===== src/rtl/prog_ctrl_pkg.sv =====
// Shared encodings and constants for the program load / dump sequencer.
package prog_ctrl_pkg;
  typedef enum logic [2:0] {
    ST_IDLE = 3'd0,
    ST_LOAD = 3'd1,
    ST_RUN  = 3'd2,
    ST_DUMP = 3'd3,
    ST_DONE = 3'd4
  } state_e;

  localparam int          BYTE_LANES = 4;
  localparam logic [31:0] DEF_END_PC = 32'h78;
endpackage


===== src/rtl/byte_packer.sv =====
// Little-endian 8-to-32 assembler: byte k of a word lands in bits [8k+7:8k];
// out_valid pulses for one cycle with the completed word.
module byte_packer
  import prog_ctrl_pkg::*;
(
  input  logic        clk,
  input  logic        reset,
  input  logic        clr,
  input  logic        in_valid,
  input  logic [7:0]  in_data,
  output logic [1:0]  lane,
  output logic        out_valid,
  output logic [31:0] out_data
);
  logic [1:0]  lane_q, lane_d;
  logic [23:0] acc_q, acc_d;
  logic        vld_q, vld_d;
  logic [31:0] word_q, word_d;

  always_comb begin
    lane_d = lane_q;
    acc_d  = acc_q;
    vld_d  = 1'b0;
    word_d = word_q;
    if (clr) begin
      lane_d = '0;
      acc_d  = '0;
    end else if (in_valid) begin
      if (lane_q == 2'(BYTE_LANES - 1)) begin
        word_d = {in_data, acc_q};
        vld_d  = 1'b1;
        lane_d = '0;
      end else begin
        acc_d[int'(lane_q)*8 +: 8] = in_data;
        lane_d = lane_q + 2'd1;
      end
    end
  end

  always_ff @(posedge clk or posedge reset) begin
    if (reset) begin
      lane_q <= '0;
      acc_q  <= '0;
      vld_q  <= 1'b0;
      word_q <= '0;
    end else begin
      lane_q <= lane_d;
      acc_q  <= acc_d;
      vld_q  <= vld_d;
      word_q <= word_d;
    end
  end

  assign lane      = lane_q;
  assign out_valid = vld_q;
  assign out_data  = word_q;
endmodule


===== src/rtl/prog_load_dump_ctrl.sv =====
// Load program bytes into imem, run the core to END_PC, then dump a dmem window.
// Define LOADER_WDOG_EN to add a RUN-phase watchdog that forces the dump with timeout = 1.
module prog_load_dump_ctrl
  import prog_ctrl_pkg::*;
#(
  parameter logic [31:0] END_PC      = DEF_END_PC,
  parameter int          LOAD_WORDS  = 64,
  parameter int          DUMP_BASE   = 32,
  parameter int          DUMP_WORDS  = 96,
`ifdef LOADER_WDOG_EN
  parameter int          WDOG_CYCLES = 4096,
`endif
  parameter int          ADDR_W      = 8
) (
  input  logic              clk,
  input  logic              reset,
  input  logic              start,
  input  logic              ld_valid,
  input  logic [7:0]        ld_data,
  output logic              ld_ready,
  output logic              imem_we,
  output logic [ADDR_W-1:0] imem_addr,
  output logic [31:0]       imem_wdata,
  output logic              cpu_reset,
  input  logic [31:0]       cpu_pc,
  output logic              dmem_re,
  output logic [ADDR_W-1:0] dmem_addr,
  input  logic [31:0]       dmem_rdata,
  output logic              dmp_valid,
  output logic [31:0]       dmp_data,
  input  logic              dmp_ready,
  output logic              timeout,
  output logic              done
);
  localparam int WCW = $clog2(LOAD_WORDS + 1);
  localparam int IXW = $clog2(DUMP_WORDS + 1);

  state_e            state_q, state_d;
  logic              ld_ready_q, ld_ready_d;
  logic              cpu_reset_q, cpu_reset_d;
  logic [ADDR_W-1:0] imem_addr_q, imem_addr_d;
  logic [WCW-1:0]    word_cnt_q, word_cnt_d;
  logic              dmem_re_q, dmem_re_d;
  logic [ADDR_W-1:0] dmem_addr_q, dmem_addr_d;
  logic [IXW-1:0]    idx_q, idx_d;
  logic              dmp_valid_q, dmp_valid_d;
  logic [31:0]       dmp_data_q, dmp_data_d;
  logic              done_q, done_d;
  logic              pk_clr, pk_vld;
  logic [1:0]        pk_lane;
  logic              accept, rd_load;
`ifdef LOADER_WDOG_EN
  localparam int WDW = $clog2(WDOG_CYCLES + 1);
  logic [WDW-1:0]    wd_cnt_q, wd_cnt_d;
  logic              timeout_q, timeout_d;
`endif

  assign accept  = ld_valid & ld_ready_q;
  // dmem_rdata follows dmem_addr_q combinationally, so a fetch is just a capture
  assign rd_load = dmem_re_q & (~dmp_valid_q | dmp_ready);

  byte_packer u_packer (
    .clk      (clk),
    .reset    (reset),
    .clr      (pk_clr),
    .in_valid (accept),
    .in_data  (ld_data),
    .lane     (pk_lane),
    .out_valid(pk_vld),
    .out_data (imem_wdata)
  );

  always_comb begin
    state_d     = state_q;
    ld_ready_d  = ld_ready_q;
    cpu_reset_d = cpu_reset_q;
    imem_addr_d = imem_addr_q;
    word_cnt_d  = word_cnt_q;
    dmem_re_d   = dmem_re_q;
    dmem_addr_d = dmem_addr_q;
    idx_d       = idx_q;
    dmp_valid_d = dmp_valid_q;
    dmp_data_d  = dmp_data_q;
    done_d      = done_q;
    pk_clr      = 1'b0;
`ifdef LOADER_WDOG_EN
    wd_cnt_d    = wd_cnt_q;
    timeout_d   = timeout_q;
`endif
    case (state_q)
      ST_IDLE, ST_DONE: begin
        if (start) begin
          state_d     = ST_LOAD;
          ld_ready_d  = 1'b1;
          cpu_reset_d = 1'b1;
          imem_addr_d = '0;
          word_cnt_d  = '0;
          dmem_addr_d = '0;
          idx_d       = '0;
          done_d      = 1'b0;
          pk_clr      = 1'b1;
`ifdef LOADER_WDOG_EN
          wd_cnt_d    = '0;
          timeout_d   = 1'b0;
`endif
        end
      end
      ST_LOAD: begin
        if (accept && pk_lane == 2'd3) begin
          imem_addr_d = ADDR_W'(word_cnt_q);
          word_cnt_d  = word_cnt_q + 1'b1;
          if (word_cnt_q == WCW'(LOAD_WORDS - 1)) ld_ready_d = 1'b0;
        end
        // release the core only after the final word has been written
        if (pk_vld && word_cnt_q == WCW'(LOAD_WORDS)) begin
          state_d     = ST_RUN;
          cpu_reset_d = 1'b0;
        end
      end
      ST_RUN: begin
`ifdef LOADER_WDOG_EN
        wd_cnt_d = wd_cnt_q + 1'b1;
`endif
        if (cpu_pc == END_PC) begin
          state_d = ST_DUMP;
`ifdef LOADER_WDOG_EN
        end else if (wd_cnt_q == WDW'(WDOG_CYCLES - 1)) begin
          state_d   = ST_DUMP;
          timeout_d = 1'b1;
`endif
        end
        if (state_d == ST_DUMP) begin
          cpu_reset_d = 1'b1;
          dmem_re_d   = 1'b1;
          dmem_addr_d = ADDR_W'(DUMP_BASE);
          idx_d       = '0;
        end
      end
      ST_DUMP: begin
        if (dmp_valid_q && dmp_ready) dmp_valid_d = 1'b0;
        if (rd_load) begin
          dmp_valid_d = 1'b1;
          dmp_data_d  = dmem_rdata;
          idx_d       = idx_q + 1'b1;
          dmem_addr_d = dmem_addr_q + 1'b1;
          dmem_re_d   = (idx_q != IXW'(DUMP_WORDS - 1));
        end
        if (dmp_valid_q && dmp_ready && !dmem_re_q) begin
          state_d = ST_DONE;
          done_d  = 1'b1;
        end
      end
      default: state_d = ST_IDLE;
    endcase
  end

  always_ff @(posedge clk or posedge reset) begin
    if (reset) begin
      state_q     <= ST_IDLE;
      ld_ready_q  <= 1'b0;
      cpu_reset_q <= 1'b1;
      imem_addr_q <= '0;
      word_cnt_q  <= '0;
      dmem_re_q   <= 1'b0;
      dmem_addr_q <= '0;
      idx_q       <= '0;
      dmp_valid_q <= 1'b0;
      dmp_data_q  <= '0;
      done_q      <= 1'b0;
`ifdef LOADER_WDOG_EN
      wd_cnt_q    <= '0;
      timeout_q   <= 1'b0;
`endif
    end else begin
      state_q     <= state_d;
      ld_ready_q  <= ld_ready_d;
      cpu_reset_q <= cpu_reset_d;
      imem_addr_q <= imem_addr_d;
      word_cnt_q  <= word_cnt_d;
      dmem_re_q   <= dmem_re_d;
      dmem_addr_q <= dmem_addr_d;
      idx_q       <= idx_d;
      dmp_valid_q <= dmp_valid_d;
      dmp_data_q  <= dmp_data_d;
      done_q      <= done_d;
`ifdef LOADER_WDOG_EN
      wd_cnt_q    <= wd_cnt_d;
      timeout_q   <= timeout_d;
`endif
    end
  end

  assign ld_ready  = ld_ready_q;
  assign imem_we   = pk_vld;
  assign imem_addr = imem_addr_q;
  assign cpu_reset = cpu_reset_q;
  assign dmem_re   = dmem_re_q;
  assign dmem_addr = dmem_addr_q;
  assign dmp_valid = dmp_valid_q;
  assign dmp_data  = dmp_data_q;
  assign done      = done_q;
`ifdef LOADER_WDOG_EN
  assign timeout   = timeout_q;
`else
  assign timeout   = 1'b0;
`endif
endmodule


===== config.mk =====
export PLATFORM = sky130hd
export DESIGN_NAME = prog_load_dump_ctrl
export DESIGN_NICKNAME = d
export VERILOG_FILES = /design/src/rtl/prog_ctrl_pkg.sv /design/src/rtl/byte_packer.sv /design/src/rtl/prog_load_dump_ctrl.sv
export SDC_FILE = /design/constraint.sdc
export NUM_CORES = 1
export LEC_CHECK = 0
export ABC_AREA = 1
export CORE_MARGIN = 5
export CORE_UTILIZATION = 45
export DETAILED_ROUTE_END_ITERATION = 12
export PLACE_DENSITY = 0.76
export SLEW_MARGIN = 10
export SYNTH_ARGS = -nofsm -noshare
export SYNTH_HDL_FRONTEND = slang
export SYNTH_SLANG_ARGS = --single-unit

===== constraint.sdc =====
create_clock -name clk -period 7.81 [get_ports clk]
set_input_delay 1.562 -clock clk [delete_from_list [all_inputs] [get_ports clk]]
set_output_delay 1.562 -clock clk [all_outputs]
set_load 0.03 [all_outputs]

After elaboration in Yosys (flattened, before gate mapping). Cells that the tools add are included.

Add/subtract/negate cells: 5. Equality and inequality tests: 18. Reductions and logical operators: 25. Shift operators: 2. Muxes and demuxes: 44. Bitwise operators: 5.

Operators by type and width (count): two-way mux 24 bit (3); negator 5 -> 33 bit (1); variable shift 8 x 33 -> 24 bit, first input constant (1); indexed part select 8 x 33 -> 24 bit (1); equality test 32 x 7 -> 1 bit, second input constant (1); two-way mux 8 bit (4); two-way mux 7 bit (4); bitwise mux 24 bit (1); case mux 8 bit (3 select lines) (1); case mux 7 bit (3 select lines) (1); != test 2 bit, second input constant (8); case mux 8 bit (2 select lines) (1); two-way mux 1 bit (15); two-way mux 3 bit (5); AND reduction 3 bit (5); adder 7 x 1 -> 7 bit, second input constant (2); case mux 7 bit (2 select lines) (1); case mux 3 bit (4 select lines) (1); AND reduction 4 bit (3); nonzero test 2 bit (5); equality test 3 x 2 -> 1 bit, second input constant (3); adder 8 x 1 -> 8 bit, second input constant (1); equality test 7 x 6 -> 1 bit, second input constant (1); equality test 7 bit, second input constant (1); other kinds (17) (29).

Flip-flop bits (word level): 129. Word-level logic and storage cells: 114. Output and inout bits: 87. Bits of input ports: 77.

Longest topological paths before layout. Gate-level depths: netlist (run 1).

Word-level depth: 6. Gate-level depth with buffers: 11. Mapped depth without buffers: 10.

Modules after synthesis. Synthesis (run 1) repeated with hierarchy kept, for this count alone.

Cell total of the unflattened synthesis: 773. Area total of the unflattened synthesis: 6093.3 sq um.

By module, submodules not included: prog_load_dump_ctrl (area an instance 3560.9 sq um, sequential area each 1727.9 sq um, instances 1, cells each 457); byte_packer (area an instance 2532.4 sq um, sequential area each 1476.4 sq um, instances 1, cells each 316).

Worst setup path after synthesis (run 1). Ideal clock, no wire load.

Kind: input -> register. Start: input port ld_valid. End: register u_packer.acc_q[0]. Stages: 7. Path buffers: 1. Path slack: 5146 ps. Arrival: 2582 ps. Path through: nand2_1 inv_1 nand2_1 o21ai_1 clkbuf_1 nand3_1 o21ai_0.

Word-level cells in the longest chain between the ends: 3.

RTL lines: from (decl) (line prog_load_dump_ctrl.sv:18) `input logic ld_valid,`; bitwise AND 1 bit (line prog_load_dump_ctrl.sv:58) `assign accept = ld_valid & ld_ready_q;`; nonzero test 2 bit (no source line); AND reduction 2 bit (no source line); to (signal assigned) (line byte_packer.sv:43) `acc_q <= '0;`; to (signal assigned) (line byte_packer.sv:48) `acc_q <= acc_d;`; to (decl) (line byte_packer.sv:16) `logic [23:0] acc_q, acc_d;`.

Every way passes these cells. A chain may end at the register's enable or synchronous reset.

Worst setup path in the final report (run 1).
Start: input port start. End: register idx_q[4].

Word-level cells in the longest chain between the ends: 2.

RTL lines: from (decl) (line prog_load_dump_ctrl.sv:17) `input logic start,`; != test 2 bit (no source line); AND reduction 4 bit (no source line); to (signal assigned) (line prog_load_dump_ctrl.sv:182) `idx_q <= idx_d;`; to (decl) (line prog_load_dump_ctrl.sv:45) `logic [IXW-1:0] idx_q, idx_d;`.

Every way passes these cells.

==> results_dict.tcl, run 1 <==
set metrics [dict create \
    status "completed" \
    grt_start_max_net_pins 88 \
    worstMarginPinSlew_ns 1.083 \
    layout.nets 841 \
    syn_inst 591 \
    crit_fanout 28 \
    crit_buf_inv 3 \
    syn_area_per_cell_um2 9.669 \
    grt_pass1_wl_um 22950 \
    area_growth_syn_to_layout_pct 41.06 \
    antenna_found_initial 0 \
    stdcell_count 941 \
    slew_headroom 0.2781 \
    die_h_um 122.7 \
    cts-root-buf "clkbuf_16" \
    hold_slack_ns 0.4563 \
    fin_skew_ns 0.01249 \
    synth_top_area_cell "dfrtp_1" \
    clock.fmax_mhz 308.3 \
    portBuffers 161 \
    cts_buffers 17 \
    hold_buffers 0 \
    slew_violations 0 \
    globalRouteOverflowTotal 0 \
    worstSkewPairLatency_ns 0.42 \
    max_cap_viol_count 0 \
    synth_top_area_frac 0.5562 \
    synth_area_leaders "dfrtp_1 56%, nand2_1 7.4%, mux2_4 6.8%" \
    gp_congestion 0.8582 \
    die_w_um 122.7 \
    via_per_inst 4.980 \
    worstReg2RegEnd "dmp_data[20]" \
    cts_setup_buffers 0 \
    p_per_area_nw_per_um2 393.0 \
    startpoint_type "input port" \
    drt_pre_antenna_iters 4 \
    rows 41 \
    r2r_setup_slack_ns 5.49 \
    postCtsResizedCells 0 \
    h-tree-depth 4 \
    tns_ns 0 \
    rsz0062_at_grt "no" \
    clock_path_buffers 2 \
    grt_pass1_vias 4752 \
    netlist_area_um2 5714 \
    avgRoutedWirePerCell_um 15.13 \
    routed_wirelength_um 14240 \
    path_cells "clkdlybuf4s50_1, nand2_1, inv_1, o21ai_0, inv_1, nand2_1, o21ai_0" \
    arrival_ns 3.49 \
    fin_util 0.6439 \
    critPathRequiredTime_ns 8.06 \
    worstSetupPathDepth 7 \
    tritoncts "yes" \
    hold_class "flop to flop" \
    cp_top_family "simple AND/OR/NAND/NOR gates" \
    total_leakage_power_nw 3.761 \
    synth_cell_types 38 \
    fin_crit_ns 3.244 \
    die_area_um2 15050 \
    r2r_start "state_q[2]" \
    startpoint "start" \
    ioPinCount 164 \
    finalSetupViolCount 0 \
    drc 0 \
    clock-sinks 128 \
    ys_warn_count 0 \
    start_util 0.4565 \
    endpoint "idx_q[4]" \
    antennaDiodeCount 0 \
    final-hold-violation-count 0 \
    ys_ff_latch 128 \
    cp-end-kind "flop" \
    num_vias 4686 \
    yosysSeqAreaShare 0.5608 \
    grt_usage 0.1945 \
    finalPower_mw 3.168 \
    design.core.area_um2 12520 \
    slowest_delay_ns 0.55 \
    path_class "input port to flop" \
    reg2reg_depth 6 \
    clkTransAtPathRegs_ns 0.06 \
    place_hpwl_um 10180 \
    ant_nets 0 \
    initialDrtViolationCount 395 \
    final_layout_size_suffix_gt1_frac 0.1001 \
    period_share 0.4153 \
    dp_cells 909 \
    vdd_drop_max_mv 0.2259 \
    cp_slowest_cell "nand2_1" \
]
-- metrics by stage --
stage          area [µm²]  setup WS [ns]
4_1_cts              8056          4.586
5_1_grt              8060          4.357
3_5_place_dp         7451          4.154
3_3_place_gp         7451          4.211
6_report             8060          4.566
2_1_floorplan        5718          2.837
-- state kept, by name (all words and copies together) (netlist names), 2 cells and up --
register and count:
u_packer.acc_q 24, dmp_data 32, word_cnt_q 7, imem_addr 7, u_packer.out_data 32, state_q 3, dmem_addr 8, idx_q 7
u_packer.lane 2
-- worst min-delay path, delay by kind of cell (launching register included) --
family / cells / cell delay, ns
flip-flops: 1 / 0.36
AND/OR/NAND/NOR: 2 / 0.09
-- worst min path at each step --
stage,end,cells after the start,slack (ns),from
finish,cpu_reset,2,0.46,cpu_reset
global route,cpu_reset,2,0.49,cpu_reset
CTS,cpu_reset,2,0.46,cpu_reset
detailed placement,cpu_reset,2,0.45,cpu_reset
global placement,cpu_reset,2,0.45,cpu_reset
floorplan,idx_q[3],2,0.47,idx_q[3]
-- placed cells by master (no fill, tap or decap), types with 2 or more instances in the layout --
cell type,instances
o211ai_1,2
ha_1,8
inv_1,96
or2_2,4
o32ai_1,2
nand3_1,30
o31ai_1,2
bufinv_16,2
conb_1,2
clkdlybuf4s50_1,161
clkbuf_16,17
a21oi_1,7
mux2_4,26
o21ai_1,2
inv_2,2
o21ai_0,77
dfrtp_1,127
inv_6,5
clkinv_4,3
clkinvlp_4,3
nor3_1,2
nor2_1,27
xor2_1,8
nand4_1,7
clkbuf_8,2
nand2_1,112
o22ai_1,14
mux2_2,6
-- logic make-up after synthesis --
kind of cell             count (synthesis)  synth area share
AND/OR/NAND/NOR                        189            0.1430
flip-flops                             128            0.5608
buffers and inverters                  117           0.08386
AO/OA/AOI/OAI                          107            0.1003
multiplexers                            32           0.08014
XOR/XNOR                                 9           0.01380
adder cells (fa/ha/maj)                  8           0.01752
other                                    1         0.0006563
-- layer usage --
metal  track usage  share of wire
met5             0              0
met4       0.07068          0.013
met3       0.05991          0.067
met2        0.3116           0.49
met1        0.2492           0.43
-- power breakdown --
group / total, mW / switching [mW] / internal (mW) / leakage (nW)
sequential: 1.03 / 0.144 / 0.888 / 1.68
combinational: 1.34 / 0.773 / 0.562 / 1.79
clock: 0.801 / 0.308 / 0.493 / 0.288
total: 3.17 / 1.23 / 1.94 / 3.76
-- synth_stat cells (all sizes together) --
library cell,n
xor2,8
ha,8
clkinv,1
xnor2,1
conb,1
inv,99
o22ai,14
nand4,7
nand3,30
a21o,1
buf,9
nand3b,1
clkbuf,8
dfstp,1
o32ai,2
and2,1
nor3,3
o31ai,2
dfrtp,127
o21ai,79
or2,4
a21oi,7
o211ai,2
nor2,28
mux2,32
nor4,2
nand2,113
-- area by class of cell --
| class | count | area (µm²) |
|---|---|---|
| Timing Repair Buffer | 162 | 1623 |
| Tap cell | 172 | 215.2 |
| Multi-Input combinational cell | 347 | 2034 |
| Inverter | 100 | 377.9 |
| Fill cell | 1035 | 4457 |
| Clock buffer | 19 | 452.9 |
| Clock inverter | 13 | 152.6 |
| Sequential cell | 128 | 3204 |
Power figures use the tool's default switching activity.
==> inputs of run 2 (changes only) <==
==> constraint.sdc (replaced) <==
create_clock -name clk -period 3.1 [get_ports clk]
set_input_delay 0.62 -clock clk [delete_from_list [all_inputs] [get_ports clk]]
set_output_delay 0.62 -clock clk [all_outputs]
set_load 0.03 [all_outputs]
==> results_dict.tcl, run 2 (same netlist as run 1, synthesis figures left out) <==
set metrics [dict create \
    status "completed" \
    vdd_drop_max_mv 0.6665 \
    worstMarginPinSlew_ns 0.8607 \
    h-tree-depth 4 \
    postCtsResizedCells 0 \
    fin_crit_ns 2.255 \
    gp_congestion 0.8325 \
    cts_buffers 17 \
    hold_buffers 0 \
    p_sw_mw 3.070 \
    portBuffers 161 \
    drc 0 \
    max_cap_viol_count 0 \
    total_leakage_power_nw 3.773 \
    final_layout_size_suffix_gt1_frac 0.1047 \
    avgRoutedWirePerCell_um 14.95 \
    cp_slowest_cell "clkdlybuf4s50_1" \
    cts_setup_buffers 0 \
    slew_violations 0 \
    startpoint_type "flop" \
    die_area_um2 15050 \
    grt_usage 0.1931 \
    rsz0062_at_grt "no" \
    path_cells "clkdlybuf4s50_1" \
    layout_commonest_cell "clkdlybuf4s50_1" \
    area_growth_syn_to_layout_pct 41.36 \
    clkTransAtPathRegs_ns 0.06 \
    worstSkewPairLatency_ns 0.42 \
    globalRouteOverflowTotal 0 \
    most-common-layout-cells "161 x clkdlybuf4s50_1, 127 x dfrtp_1, 112 x nand2_1, 96 x inv_1, 77 x o21ai_0" \
    initialDrtViolationCount 359 \
    grt_pass1_wl_um 22930 \
    arrival_ns 1.63 \
    path_class "flop to output port" \
    tns_ns 0 \
    layout.nets 846 \
    hold_class "flop to flop" \
    final-hold-violation-count 0 \
    critPathRequiredTime_ns 2.48 \
    drt_pre_antenna_iters 4 \
    r2r_setup_slack_ns 0.91 \
    seq_power_share 0.329 \
    grt_pass1_vias 4639 \
    num_vias 4648 \
    p_per_area_nw_per_um2 973.0 \
    die_w_um 122.7 \
    clock-sinks 128 \
    die_h_um 122.7 \
    finalPower_mw 7.860 \
    period_share 0.7273 \
    rows 41 \
    clock_path_buffers 2 \
    crit_fanout 2 \
    place_hpwl_um 10340 \
    intPower_mw 4.789 \
    routed_wirelength_um 14140 \
    finalSetupViolCount 0 \
    grt_start_max_net_pins 74 \
    cp_top_family "buffers and inverters" \
    comb_power_share 0.431 \
    clkPwrFrac 0.239 \
    ioPinCount 164 \
    antenna_found_initial 0 \
    antennaDiodeCount 0 \
    swShare 0.3906 \
    n_fill_cell 1032 \
    cts-root-buf "clkbuf_16" \
    tritoncts "yes" \
    fin_skew_ns 0.006669 \
    crit_buf_inv 1 \
    start_util 0.4565 \
    clock.fmax_mhz 443.5 \
    slowest_delay_ns 0.69 \
    design.core.area_um2 12520 \
    slew_headroom 0.4254 \
    via_per_inst 4.913 \
    cp-end-kind "output port" \
    ant_nets 0 \
]
run 2: power groups by stage:
| stage | Clock, mW | Sequential, mW | Combinational (mW) |
|---|---|---|---|
| finish | 1.88 | 2.59 | 3.39 |
| global route | 1.99 | 2.66 | 3.64 |
| floorplan | 0 | 3.41 | 1.25 |
| global placement | 0 | 2.57 | 3.33 |
| CTS | 1.92 | 2.59 | 3.43 |
| detailed placement | 0 | 2.61 | 3.41 |
run 2: area by class of cell:
cell class / instances / area (µm²) / share of cell area
inverters: 100 / 379.1 / 0.04693
multi-input cells: 347 / 2034 / 0.2519
flip-flops and latches: 128 / 3204 / 0.3967
clock inverters: 14 / 133.9 / 0.01657
repair buffers: 167 / 1682 / 0.2082
clock buffers: 18 / 429.2 / 0.05313
well taps: 172 / 215.2 / 0.02664
run 2: metal layers:
layer / global-route usage / wire length [µm] / vias up
li1: - / - / 2241
met1: 0.2463 / 6052 / 2248
met2: 0.3170 / 6954 / 141
met3: 0.05991 / 947 / 18
met4: 0.05668 / 187 / 0
met5: 0 / 0 / -
run 2: worst paths after layout:
path                            cells after the start            to  startpoint
min in group asynchronous                           3  dmem_addr[0]       reset
worst min register to register                      2     cpu_reset   cpu_reset
max in group asynchronous                           3  dmp_data[24]       reset
worst max-delay path                                1     cpu_reset   cpu_reset
worst max register to register                      7   dmp_data[9]  state_q[2]
worst min-delay path                                2     cpu_reset   cpu_reset
run 2: stage by stage:
stage	cell area, µm²	worst slack (ns)	cells	hold WS [ns]	utilization
6_report	8078	0.8453	946	0.4648	0.6453
5_1_grt	8078	0.6398	946	0.4738	0.6453
4_1_cts	8078	0.8238	946	0.4662	0.6453
3_5_place_dp	7515	0.4589	914	0.4571	0.6004
3_3_place_gp	7515	0.6331	914	0.4519	0.6004
2_1_floorplan	5722	0.8996	592	0.4744	-
==> inputs of run 3 (changes only) <==
--- a/config.mk
+++ b/config.mk
@@ -7,7 +7,7 @@
 export LEC_CHECK = 0
 export ABC_AREA = 1
 export CORE_MARGIN = 5
-export CORE_UTILIZATION = 45
+export CORE_UTILIZATION = 43
 export DETAILED_ROUTE_END_ITERATION = 12
 export PLACE_DENSITY = 0.76
 export SLEW_MARGIN = 10
==> constraint.sdc (replaced) <==
create_clock -name clk -period 2 [get_ports clk]
set_input_delay 0.4 -clock clk [delete_from_list [all_inputs] [get_ports clk]]
set_output_delay 0.4 -clock clk [all_outputs]
set_load 0.03 [all_outputs]
==> results_dict.tcl, run 3 (same netlist as run 1, synthesis figures left out) <==
set metrics [dict create \
    antenna_found_initial 0 \
    most-common-layout-cells "158 x clkdlybuf4s50_1, 127 x dfrtp_1, 112 x nand2_1, 96 x inv_1, 77 x o21ai_0" \
    busiest_layer "met2" \
    cp-end-kind "output port" \
    clock.fmax_mhz 515.2 \
    clock-sinks 128 \
    finalSetupViolCount 0 \
    final_layout_size_suffix_gt1_frac 0.1274 \
    rows 42 \
    grtUsageMet3 0.04947 \
    grt_pass1_wl_um 23720 \
    slowest_delay_ns 0.70 \
    vdd_drop_max_mv 0.9540 \
    drc 0 \
    routed_wirelength_um 14120 \
    worstReg2RegEnd "u_packer.acc_q[19]" \
    ant_nets 0 \
    tritoncts "yes" \
    hold_buffers 0 \
    grt_use_met2 0.3040 \
    rsz0062_at_grt "no" \
    crit_fanout 5 \
    die_h_um 125.3 \
    critPathRequiredTime_ns 1.60 \
    gp_congestion 0.8706 \
    startpoint_type "flop" \
    drt_pre_antenna_iters 4 \
    start_util 0.4350 \
    clkTransAtPathRegs_ns 0.06 \
    status "completed" \
    p_per_area_nw_per_um2 1527 \
    layout.nets 865 \
    fin_util 0.6330 \
    fin_crit_ns 1.941 \
    slew_violations 0 \
    total_leakage_power_nw 3.929 \
    crit_buf_inv 1 \
    cts-root-buf "clkbuf_16" \
    hold_class "input port to asynchronous set/reset pin" \
    cts_setup_buffers 0 \
    avgRoutedWirePerCell_um 14.57 \
    dpl_cell_area_um2 7687 \
    grt_start_max_net_pins 65 \
    n_fill_cell 1052 \
    area_growth_syn_to_layout_pct 45.52 \
    worstSkewPairLatency_ns 0.42 \
    h-tree-depth 4 \
    period_share 0.9704 \
    seqCellArea_um2 3204 \
    grt_pass1_vias 4913 \
    fin_skew_ns 0.005927 \
    layout_commonest_cell "clkdlybuf4s50_1" \
    r2r_start "u_packer.lane[0]" \
    arrival_ns 1.54 \
    final-hold-violation-count 0 \
    cts_buffers 17 \
    grt_usage 0.1844 \
    max_cap_viol_count 0 \
    globalRouteOverflowTotal 0 \
    cp_top_family "buffers and inverters" \
    antennaDiodeCount 0 \
    portBuffers 161 \
    cp_slowest_cell "clkdlybuf4s50_1" \
    reg2reg_depth 7 \
    r2r_setup_slack_ns 0.20 \
    via_per_inst 4.884 \
    place_hpwl_um 10270 \
    tns_ns 0 \
    path_class "flop to output port" \
    clock_path_buffers 2 \
    multiInputGateArea_um2 2034 \
    ioPinCount 164 \
    worstSetupPathDepth 1 \
    stdcell_area_um2 8315 \
    die_w_um 125.3 \
    initialDrtViolationCount 403 \
    met1_usage 0.2366 \
    num_vias 4733 \
    design.core.area_um2 13140 \
    path_cells "clkdlybuf4s50_1" \
    die_area_um2 15690 \
]
[run 3: through the flow]
stage	cells	hold slack [ns]	total power, mW	worst slack (ns)
floorplan	592	0.4744	7.215	0.01957
global placement	937	0.4518	9.306	0.02839
detailed placement	937	0.4522	9.477	0.002922
CTS	969	0.2651	12.80	0.02002
global route	969	0.2761	13.39	0.008839
finish	969	0.2832	12.70	0.05914
[run 3: worst max path at each step]
stage | from | to | slack (ns)
final | dmem_addr[5] | dmem_addr[5] | 0.06
after global routing | dmem_re | dmem_re | 0.009
after CTS | dmem_addr[3] | dmem_addr[3] | 0.02
after detailed placement | ld_valid | word_cnt_q[4] | 0.003
after global placement | dmp_ready | dmp_data[20] | 0.03
after floorplan | reset | dmem_addr[0] | 0.02
[run 3: report_power, final]
| group | switching, mW | total, mW | internal, mW |
|---|---|---|---|
| combinational | 3.05 | 5.42 | 2.37 |
| clock | 1.22 | 3.27 | 2.05 |
| sequential | 0.540 | 4.01 | 3.47 |
| total | 4.81 | 12.7 | 7.89 |
[run 3: cell type report]
type / instances / area share
Sequential cell: 128 / 0.3853
Multi-Input combinational cell: 347 / 0.2447
Timing Repair Buffer: 186 / 0.2224
Clock buffer: 19 / 0.05447
Inverter: 100 / 0.04559
Tap cell: 176 / 0.02648
Clock inverter: 13 / 0.02107
[run 3: metal layers]
| metal | routed length (µm) | share of wire |
|---|---|---|
| met1 | 6108 | 0.43 |
| met2 | 7130 | 0.50 |
| met3 | 752 | 0.053 |
| met4 | 132 | 0.0093 |
| met5 | 0 | 0 |
[run 3: repair_timing]
| action | in CTS | in global routing |
|---|---|---|
| cloned | 0 | 0 |
| endpoints found under the setup margin | 2 | 1 |
| endpoints found under the hold margin | 0 | 0 |
| resized for setup | 2 | 1 |
